$ cat src/rtl/branch_update_ctrl_pkg.sv
// Shared defaults and types for the branch update sequencer and its in-flight queue.
// A queue entry is packed as {addr, taken}, with the taken bit in the LSB.
package branch_update_ctrl_pkg;

   localparam int unsigned ADDR_W_DEF     = 11;
   localparam int unsigned DEPTH_DEF      = 4;
   localparam int unsigned CNT_W_DEF      = 16;
   localparam int unsigned ENTRY_TAKEN_LSB = 0;

   typedef enum logic [1:0] {
      GNT_NONE    = 2'd0,
      GNT_UPDATE  = 2'd1,
      GNT_PREDICT = 2'd2
   } grant_e;

endpackage

$ cat src/rtl/bp_fifo.sv
// In-order queue of unresolved predictions: synchronous FIFO with flush and occupancy count.
// Flush takes priority over any push or pop in the same cycle.
module bp_fifo #(
   parameter int unsigned DEPTH = 4,
   parameter int unsigned WIDTH = 12
) (
   input  logic                       clock,
   input  logic                       reset_n,
   input  logic                       i_push,
   input  logic                       i_pop,
   input  logic                       i_flush,
   input  logic [WIDTH-1:0]           i_data,
   output logic [WIDTH-1:0]           o_head,
   output logic [$clog2(DEPTH):0]     o_count,
   output logic                       o_full,
   output logic                       o_empty
);

   localparam int unsigned PW = $clog2(DEPTH);
   localparam int unsigned CW = PW + 1;

   logic [WIDTH-1:0] r_mem [DEPTH];
   logic [PW-1:0]    r_wr_ptr;
   logic [PW-1:0]    r_rd_ptr;
   logic [CW-1:0]    r_count;
   logic             w_do_pop;
   logic             w_do_push;

   assign o_empty   = (r_count == '0);
   assign o_full    = (r_count == CW'(DEPTH));
   assign o_count   = r_count;
   assign o_head    = r_mem[r_rd_ptr];
   assign w_do_pop  = i_pop && !o_empty;
   assign w_do_push = i_push && (!o_full || w_do_pop);

   // DEPTH is a power of two, so the pointers wrap modulo DEPTH by overflow.
   always_ff @(posedge clock or negedge reset_n) begin
      if (!reset_n) begin
         r_wr_ptr <= '0;
         r_rd_ptr <= '0;
         r_count  <= '0;
      end else if (i_flush) begin
         r_wr_ptr <= '0;
         r_rd_ptr <= '0;
         r_count  <= '0;
      end else begin
         if (w_do_push) r_wr_ptr <= r_wr_ptr + 1'b1;
         if (w_do_pop)  r_rd_ptr <= r_rd_ptr + 1'b1;
         if (w_do_push && !w_do_pop)      r_count <= r_count + 1'b1;
         else if (w_do_pop && !w_do_push) r_count <= r_count - 1'b1;
      end
   end

   always_ff @(posedge clock) begin
      if (w_do_push && !i_flush) r_mem[r_wr_ptr] <= i_data;
   end

endmodule

$ cat src/rtl/branch_update_ctrl.sv
// Sequencer between fetch/execute and the BHT: arbitrates predict vs. update strobes,
// tracks in-flight predictions in order, flags mispredictions and keeps saturating stats.
module branch_update_ctrl
   import branch_update_ctrl_pkg::*;
#(
   parameter int unsigned ADDR_W = ADDR_W_DEF,
   parameter int unsigned DEPTH  = DEPTH_DEF,
   parameter int unsigned CNT_W  = CNT_W_DEF
) (
   input  logic              clock,
   input  logic              reset_n,
   input  logic              fetch_valid,
   input  logic [ADDR_W-1:0] fetch_addr,
   output logic              fetch_ready,
   output logic              pred_valid,
   output logic              pred_taken,
   output logic [ADDR_W-1:0] pred_addr,
   input  logic              resolve_valid,
   input  logic              resolve_taken,
   output logic              resolve_ready,
   output logic              bp_predict,
   output logic              bp_update,
   output logic [ADDR_W-1:0] bp_addr,
   output logic              bp_result,
   input  logic              bp_prediction,
   output logic              mispredict,
   output logic [ADDR_W-1:0] mispredict_addr,
   output logic [CNT_W-1:0]  branch_count,
   output logic [CNT_W-1:0]  mispredict_count
);

   localparam int unsigned ENTRY_W = ADDR_W + 1;
   localparam int unsigned CW      = $clog2(DEPTH) + 1;

   grant_e              w_grant;
   logic [ENTRY_W-1:0]  w_head;
   logic [ADDR_W-1:0]   w_head_addr;
   logic                w_head_taken;
   logic [CW-1:0]       w_count;
   logic [CW-1:0]       w_occupied;
   logic                w_full;
   logic                w_empty;
   logic                w_miss;
   logic                w_push;

   logic                r_inflight;
   logic [ADDR_W-1:0]   r_lat_addr;
   logic                r_mispredict;
   logic [ADDR_W-1:0]   r_mispredict_addr;
   logic [CNT_W-1:0]    r_branch_count;
   logic [CNT_W-1:0]    r_mispredict_count;

   bp_fifo #(
      .DEPTH (DEPTH),
      .WIDTH (ENTRY_W)
   ) u_fifo (
      .clock   (clock),
      .reset_n (reset_n),
      .i_push  (w_push),
      .i_pop   (bp_update),
      .i_flush (w_miss),
      .i_data  ({r_lat_addr, bp_prediction}),
      .o_head  (w_head),
      .o_count (w_count),
      .o_full  (w_full),
      .o_empty (w_empty)
   );

   assign w_head_addr  = w_head[ENTRY_W-1:1];
   assign w_head_taken = w_head[ENTRY_TAKEN_LSB];
   // An issued predict has reserved a slot even before its entry lands in the queue.
   assign w_occupied   = w_count + CW'(r_inflight);

   always_comb begin
      w_grant = GNT_NONE;
      if (resolve_valid && !w_empty)
         w_grant = GNT_UPDATE;
      else if (fetch_valid && !w_full && (w_occupied < CW'(DEPTH)))
         w_grant = GNT_PREDICT;
   end

   always_comb begin
      bp_update     = 1'b0;
      bp_predict    = 1'b0;
      bp_addr       = '0;
      bp_result     = 1'b0;
      case (w_grant)
         GNT_UPDATE: begin
            bp_update = 1'b1;
            bp_addr   = w_head_addr;
            bp_result = resolve_taken;
         end
         GNT_PREDICT: begin
            bp_predict = 1'b1;
            bp_addr    = fetch_addr;
         end
         default: ;
      endcase
   end

   assign resolve_ready = bp_update;
   assign fetch_ready   = bp_predict;

   assign w_miss     = bp_update && (w_head_taken != resolve_taken);
   assign w_push     = r_inflight && !w_miss;
   assign pred_valid = w_push;
   assign pred_taken = w_push && bp_prediction;
   assign pred_addr  = w_push ? r_lat_addr : '0;

   always_ff @(posedge clock or negedge reset_n) begin
      if (!reset_n) begin
         r_inflight         <= 1'b0;
         r_lat_addr         <= '0;
         r_mispredict       <= 1'b0;
         r_mispredict_addr  <= '0;
         r_branch_count     <= '0;
         r_mispredict_count <= '0;
      end else begin
         r_inflight   <= bp_predict && !w_miss;
         r_mispredict <= w_miss;
         if (bp_predict) r_lat_addr <= fetch_addr;
         if (w_miss) r_mispredict_addr <= w_head_addr;
         if (bp_update && (r_branch_count != '1))
            r_branch_count <= r_branch_count + 1'b1;
         if (w_miss && (r_mispredict_count != '1))
            r_mispredict_count <= r_mispredict_count + 1'b1;
      end
   end

   assign mispredict       = r_mispredict;
   assign mispredict_addr  = r_mispredict_addr;
   assign branch_count     = r_branch_count;
   assign mispredict_count = r_mispredict_count;

endmodule

$ cat config.mk
export PLATFORM = sky130hd
export DESIGN_NAME = branch_update_ctrl
export DESIGN_NICKNAME = d
export VERILOG_FILES = /design/src/rtl/branch_update_ctrl_pkg.sv /design/src/rtl/bp_fifo.sv /design/src/rtl/branch_update_ctrl.sv
export SDC_FILE = /design/constraint.sdc
export NUM_CORES = 1
export LEC_CHECK = 0
export BUFFER_PORTS_ARGS = -buffer_cell sky130_fd_sc_hd__buf_2
export CAP_MARGIN = 25
export CORE_UTILIZATION = 60
export CTS_CLUSTER_SIZE = 40
export DETAILED_ROUTE_END_ITERATION = 16
export GPL_TIMING_DRIVEN = 0
export HOLD_SLACK_MARGIN = 0.05
export PLACE_DENSITY_LB_ADDON = 0.05
export SYNTH_ARGS = -nofsm -noshare
export SYNTH_HDL_FRONTEND = slang
export SYNTH_SLANG_ARGS = --single-unit
$ cat constraint.sdc
create_clock -name clock -period 6.76 [get_ports clock]
set_input_delay 0.676 -clock clock [delete_from_list [all_inputs] [get_ports clock]]
set_output_delay 0.676 -clock clock [all_outputs]
set_load 0.02 [all_outputs]
# --- After elaboration in Yosys (flattened, before gate mapping) ---
# Memories as Yosys holds them, arrays and structs flattened.
# Cells that the tools add are included.
word_totals:
  register_bits: 63
  ramBits: 48
  in_bits: 17
  out_inout_bits: 73
  word_cells: 64
  n_memories: 1
classes:
  n_addsub: 7
  magnitude_cmp: 1
  n_eq_ne: 6
  mux: 16
  n_reduce_logical: 24
mem_list:
  columns: ["name", "words", "width", "read_ports", "rd_ports_with_merged_regs", "wr", "line_no", "text"]
  rows:
  - ["u_fifo.r_mem", 4, 12, 1, 0, 1, "bp_fifo.sv:22", "logic [WIDTH-1:0] r_mem [DEPTH];"]
op_table:
  columns: ["op", "count"]
  rows:
  - ["adder 16 x 1 -> 16 bit (second input constant)", 2]
  - ["!= test 16 bit (second input constant)", 2]
  - ["one-hot mux 11 bit (2 select lines)", 1]
  - ["logical AND 1 bit", 14]
  - ["2-to-1 mux 2 bit", 6]
  - ["2-to-1 mux 11 bit", 1]
  - ["2-to-1 mux 3 bit", 3]
  - ["zero test 1 bit", 5]
  - ["2-to-1 mux 1 bit", 5]
  - ["adder 2 x 1 -> 2 bit (second input constant)", 2]
  - ["nonzero test 2 bit", 2]
  - ["adder 3 x 1 -> 3 bit", 1]
  - ["adder 3 x 1 -> 3 bit (second input constant)", 1]
  - ["== test 3 bit (second input constant)", 1]
  - ["zero test 3 bit", 1]
  - ["less-than comparator 3 bit (second input constant)", 1]
  - ["nonzero test 3 bit", 1]
  - ["subtractor 3 x 1 -> 3 bit (second input constant)", 1]
  - ["== test 2 x 1 -> 1 bit (second input constant)", 1]
  - ["== test 2 bit (second input constant)", 1]
  - ["logical OR 1 bit", 1]
  - ["!= test 1 bit", 1]

# --- Longest topological paths before layout ---
depth:
  ltp_word: 17
  mapped_depth: 11
  mapped_depth_nobuf: 10

# --- By module ---
# A second synthesis with hierarchy kept.
hier_totals:
  hier_cells: 376
  hier_area_um2: 5097.4
modules_own_cells:
  columns: ["module", "n_inst", "cells_each", "area_per_inst_um2", "seq_area_each_um2"]
  rows:
  - ["branch_update_ctrl", 1, 250, 2785.2, 1401.3]
  - ["bp_fifo", 1, 126, 2312.2, 1616.6]

# --- Worst setup path after synthesis ---
# OpenSTA, ideal clock, no wires.
synth_path:
  path_type: "in2out"
  startpoint: "in resolve_taken"
  endpoint: "out pred_addr[2]"
  t_arrival_ns: 2.117
  t_required_ns: 6.084
  slack_ns: 3.967
  path_stages: 7
  path_cell_list: "clkbuf_1 -> nor2b_1 -> mux2_4 -> or3_1 -> buf_2 -> clkbuf_1 -> and3_1"
synth_between:
  elab_chain_len: 5
synth_lines:
  columns: ["element", "line_no", "text"]
  rows:
  - ["from (decl)", "branch_update_ctrl.sv:19", "input logic resolve_taken,"]
  - ["!= test 1 bit", "branch_update_ctrl.sv:104", "assign w_miss = bp_update && (w_head_taken != resolve_taken);"]
  - ["logical AND 1 bit", "branch_update_ctrl.sv:104", null]
  - ["zero test 1 bit", "branch_update_ctrl.sv:105", "assign w_push = r_inflight && !w_miss;"]
  - ["logical AND 1 bit", "branch_update_ctrl.sv:105", null]
  - ["2-to-1 mux 11 bit", "branch_update_ctrl.sv:108", "assign pred_addr = w_push ? r_lat_addr : '0;"]
  - ["to (decl)", "branch_update_ctrl.sv:17", "output logic [ADDR_W-1:0] pred_addr,"]
# Every way passes these cells.

# --- Worst setup path after layout ---
layout_path:
  startpoint: "reg r_inflight"
  endpoint: "out bp_addr[7]"
layout_between:
  elab_chain_len: 7
layout_lines:
  columns: ["element", "line_no", "text"]
  rows:
  - ["from (decl)", "branch_update_ctrl.sv:46", "logic r_inflight;"]
  - ["from (signal assigned)", "branch_update_ctrl.sv:119", "r_inflight <= bp_predict && !w_miss;"]
  - ["adder 3 x 1 -> 3 bit (*)", "branch_update_ctrl.sv:72", "assign w_occupied = w_count + CW'(r_inflight);"]
  - ["less-than comparator 3 bit (*)", "branch_update_ctrl.sv:78", "else if (fetch_valid && !w_full && (w_occupied < CW'(DEPTH)))"]
  - ["logical AND 1 bit (*)", "branch_update_ctrl.sv:78", null]
  - ["2-to-1 mux 2 bit (*)", "branch_update_ctrl.sv:78", null]
  - ["2-to-1 mux 2 bit (*)", "branch_update_ctrl.sv:76", "if (resolve_valid && !w_empty)"]
  - ["== test 2 bit or == test 2 x 1 -> 1 bit (tied branches)", "branch_update_ctrl.sv:87", "case (w_grant)"]
  - ["one-hot mux 11 bit (2 select lines) (*)", "branch_update_ctrl.sv:87", null]
  - ["to (decl)", "branch_update_ctrl.sv:23", "output logic [ADDR_W-1:0] bp_addr,"]
# Mark *: on every way between the ends. The rest lies on a longest branch, timed or not.

==> out/metrics.yaml <==
status:
  status: "completed"
cts:
  cts_setup_buffers: 0
  cts.reportedPaths.clkPinSlew_ns: 0.10
  hold_buffers: 0
  insertion_delay_ns: 0.36
  numCtsBuffers: 9
  cts.repair.resized: 0
  cts_num_sinks: 111
  clk_path_buf_depth: 2
  htreeDepth: 3
  cts_tree: "built"
  root_buffer: "clkbuf_8"
final_layout:
  utilization: 0.725
  fin_nets: 496
  diodes: 0
  areaGrowthSynthToFinish_pct: 15.7
  drive_gt1_frac: 0.290
  multi_input_area_sq_um: 1750
  regArea_sq_um: 3020
  n_fill_cell: 553
synthesis:
  synth-simple-area-share: 0.137
  synth_common_cells: "dfrtp_1, nand2_1, edfxtp_1"
  synthAdderAreaFrac: 0.0220
  mappedNetlistArea_sq_um: 4890
  synthMuxAreaShare: 0.0898
  synth_seq_cells: 111
  synthFlopType: "dfrtp_1"
  synth_xor_area_frac: 0.0678
  async_flop_share: 0.568
  yosysWarnings: 0
  synth_enable_flop_cells: 48
  synth-compound-area-share: 0.0409
  yosysMostFrequentCell: "dfrtp_1"
  yosysTopAreaCell: "dfrtp_1"
  syn_nets: 397
  synth-seq-area-share: 0.617
  synth_top_family_by_area: "simple AND/OR/NAND/NOR gates"
  yosysTopAreaCellShare: 0.322
  synthDistinctLibCells: 40
  yosys-top-cells-area: "dfrtp_1, edfxtp_1, xnor2_1, mux4_2, nand2_1"
  synth_cells: 372
  postSynthAreaPerCell_sq_um: 13.2
route:
  wl_microns: 9830
  wl_per_cell_microns: 17.0
  drc: 0
  via_per_inst: 5.64
  drt_iter0_drc: 188
  vias: 3260
  drt_pass1_iterations: 4
  drtAntennaViolNets: 0
placement:
  port_buffers: 88
  gp_congestion: 0.795
  dp_hpwl_microns: 6620
run:
  maxCapViolations: 0
sta:
  setup_tns_ns: 0
  fmax_mhz: 285
  clock-skew-final_ns: 0.0107
  rsz0062_at_grt: "no"
  hold_viol_final: 0
  slew_viol_final: 0
  worst_slew_pin_slew_ns: 0.811
  finalCritPeriodShare: 0.518
  whs_ns: 0.388
  max_slew_margin: 0.459
  setup_violations: 0
  min_period_ns: 3.50
worst_setup_path:
  startpoint_type: "flip-flop"
  crit_path_end_kind: "output port"
  cp_data_required_time_ns: 6.08
  path_class: "reg -> out"
  arrival_ns: 2.83
  cp_max_fo: 10
power:
  p_leak_uw: 0.00253
  p_int_uw: 1440
  ir_worst_vdd_mv: 0.275
  power.switching_uw: 908
  p_comb_frac: 0.396
  power_frac_seq: 0.440
  clkPwrFrac: 0.164
  swShare: 0.386
  power_density_nw_per_um2: 416
grt:
  grt_antenna_before_repair: 0
  grt_max_degree: 64
  grt_usage: 0.247
  grt_pass1_wl_microns: 15800
  overflow: 0
  grt_pass1_vias: 3055
die:
  die_y_microns: 92.3
  core_sq_um: 7810
  rows: 32
  die_area_sq_um: 8520
  fp.dieW_microns: 92.3
  io_pins: 90
  initial_core_util: 0.627
worst_hold_path:
  hold_path_class: "in -> async"
==> kinds of logic after synthesis <==
logic type	count (synthesis)
buffers and inverters	28
AO/OA/AOI/OAI	28
multiplexers	28
XOR/XNOR	37
adder cells (fa/ha/maj)	8
flip-flops	111
AND/OR/NAND/NOR	132
==> per-stage QoR <==
stage / std cells / total power (uW) / cell area (sq um) / setup WS, ns
finish: 578 / 2350 / 5660 / 3.26
global route: 578 / 2490 / 5660 / 3.04
CTS: 578 / 2360 / 5660 / 3.21
detailed placement: 562 / 1980 / 5460 / 3.40
global placement: 562 / 1950 / 5460 / 3.43
floorplan: 372 / 1680 / 4890 / 3.97
==> worst max-delay path, stage by stage, from the launching register on <==
cell and delay [ns]:
dfrtp_1 0.37, clkbuf_1 0.20, a21oi_1 0.19, nor2_1 0.05, o21ai_0 0.21, and2_1 0.16
clkbuf_1 0.24, clkbuf_1 0.62, a22o_1 0.26, buf_2 0.16
==> layer usage <==
| layer | GRT usage | vias up | wire length [microns] |
|---|---|---|---|
| li1 | - | 1530 | - |
| met1 | 0.363 | 1640 | 4630 |
| met3 | 0.0369 | 12 | 336 |
| met2 | 0.388 | 78 | 4750 |
| met4 | 0.0729 | 0 | 109 |
| met5 | 0 | - | 0 |
==> registers in the layout (all words and copies together) (netlist names) <==
name / flops
u_fifo.r_wr_ptr: 2
mispredict_addr: 11
u_fifo.o_count: 3
r_lat_addr: 11
mispredict_count: 16
branch_count: 16
r_inflight: 1
u_fifo.r_rd_ptr: 2
u_fifo.r_mem: 48
mispredict: 1
==> layout make-up <==
class                           instances  share of cell area
Clock inverter                          3             0.00464
Inverter                                9             0.00597
Sequential cell                       111               0.533
Multi-Input combinational cell        233               0.309
Buffer                                 19              0.0161
Timing Repair Buffer                   88              0.0783
Tap cell                              102              0.0226
Clock buffer                           13              0.0299
==> path summary, 6_finish.rpt <==
| kind | startpoint | end | slack (ns) | depth (start not counted) |
|---|---|---|---|---|
| worst min-delay path | reset_n | mispredict_count[5]$_DFFE_PN0P_ | 0.39 | 1 |
| max in group asynchronous | reset_n | u_fifo.o_count[1]$_DFFE_PN0P_ | 5.84 | 1 |
| worst max-delay path | r_inflight$_DFF_PN0_ | bp_addr[7] | 3.26 | 9 |
| worst max register to register | u_fifo.r_rd_ptr[1]$_DFFE_PN0P_ | u_fifo.o_count[2]$_DFFE_PN0P_ | 4.01 | 11 |
| min in group clock | mispredict_addr[2]$_DFFE_PN0P_ | mispredict_addr[2]$_DFFE_PN0P_ | 0.48 | 2 |
| worst min register to register | mispredict_addr[2]$_DFFE_PN0P_ | mispredict_addr[2]$_DFFE_PN0P_ | 0.48 | 2 |
==> cells in the final DEF (no fill, tap or decap), drive strengths merged, types with 12 or more instances in the layout <==
cell type,instances
and3,20
buf,96
clkbuf,24
dfrtp,63
edfxtp,48
mux2,14
nand2,49
nand3,12
nand4,16
nor2,13
xnor2,32
==> power groups by stage <==
stage / logic [uW] / registers (uW) / clock network (uW)
floorplan: 580 / 1100 / 0
global placement: 919 / 1040 / 0
detailed placement: 934 / 1050 / 0
CTS: 938 / 1030 / 390
global route: 1010 / 1060 / 415
finish: 931 / 1030 / 386
Note: power is estimated with default switching activity, not from simulation.
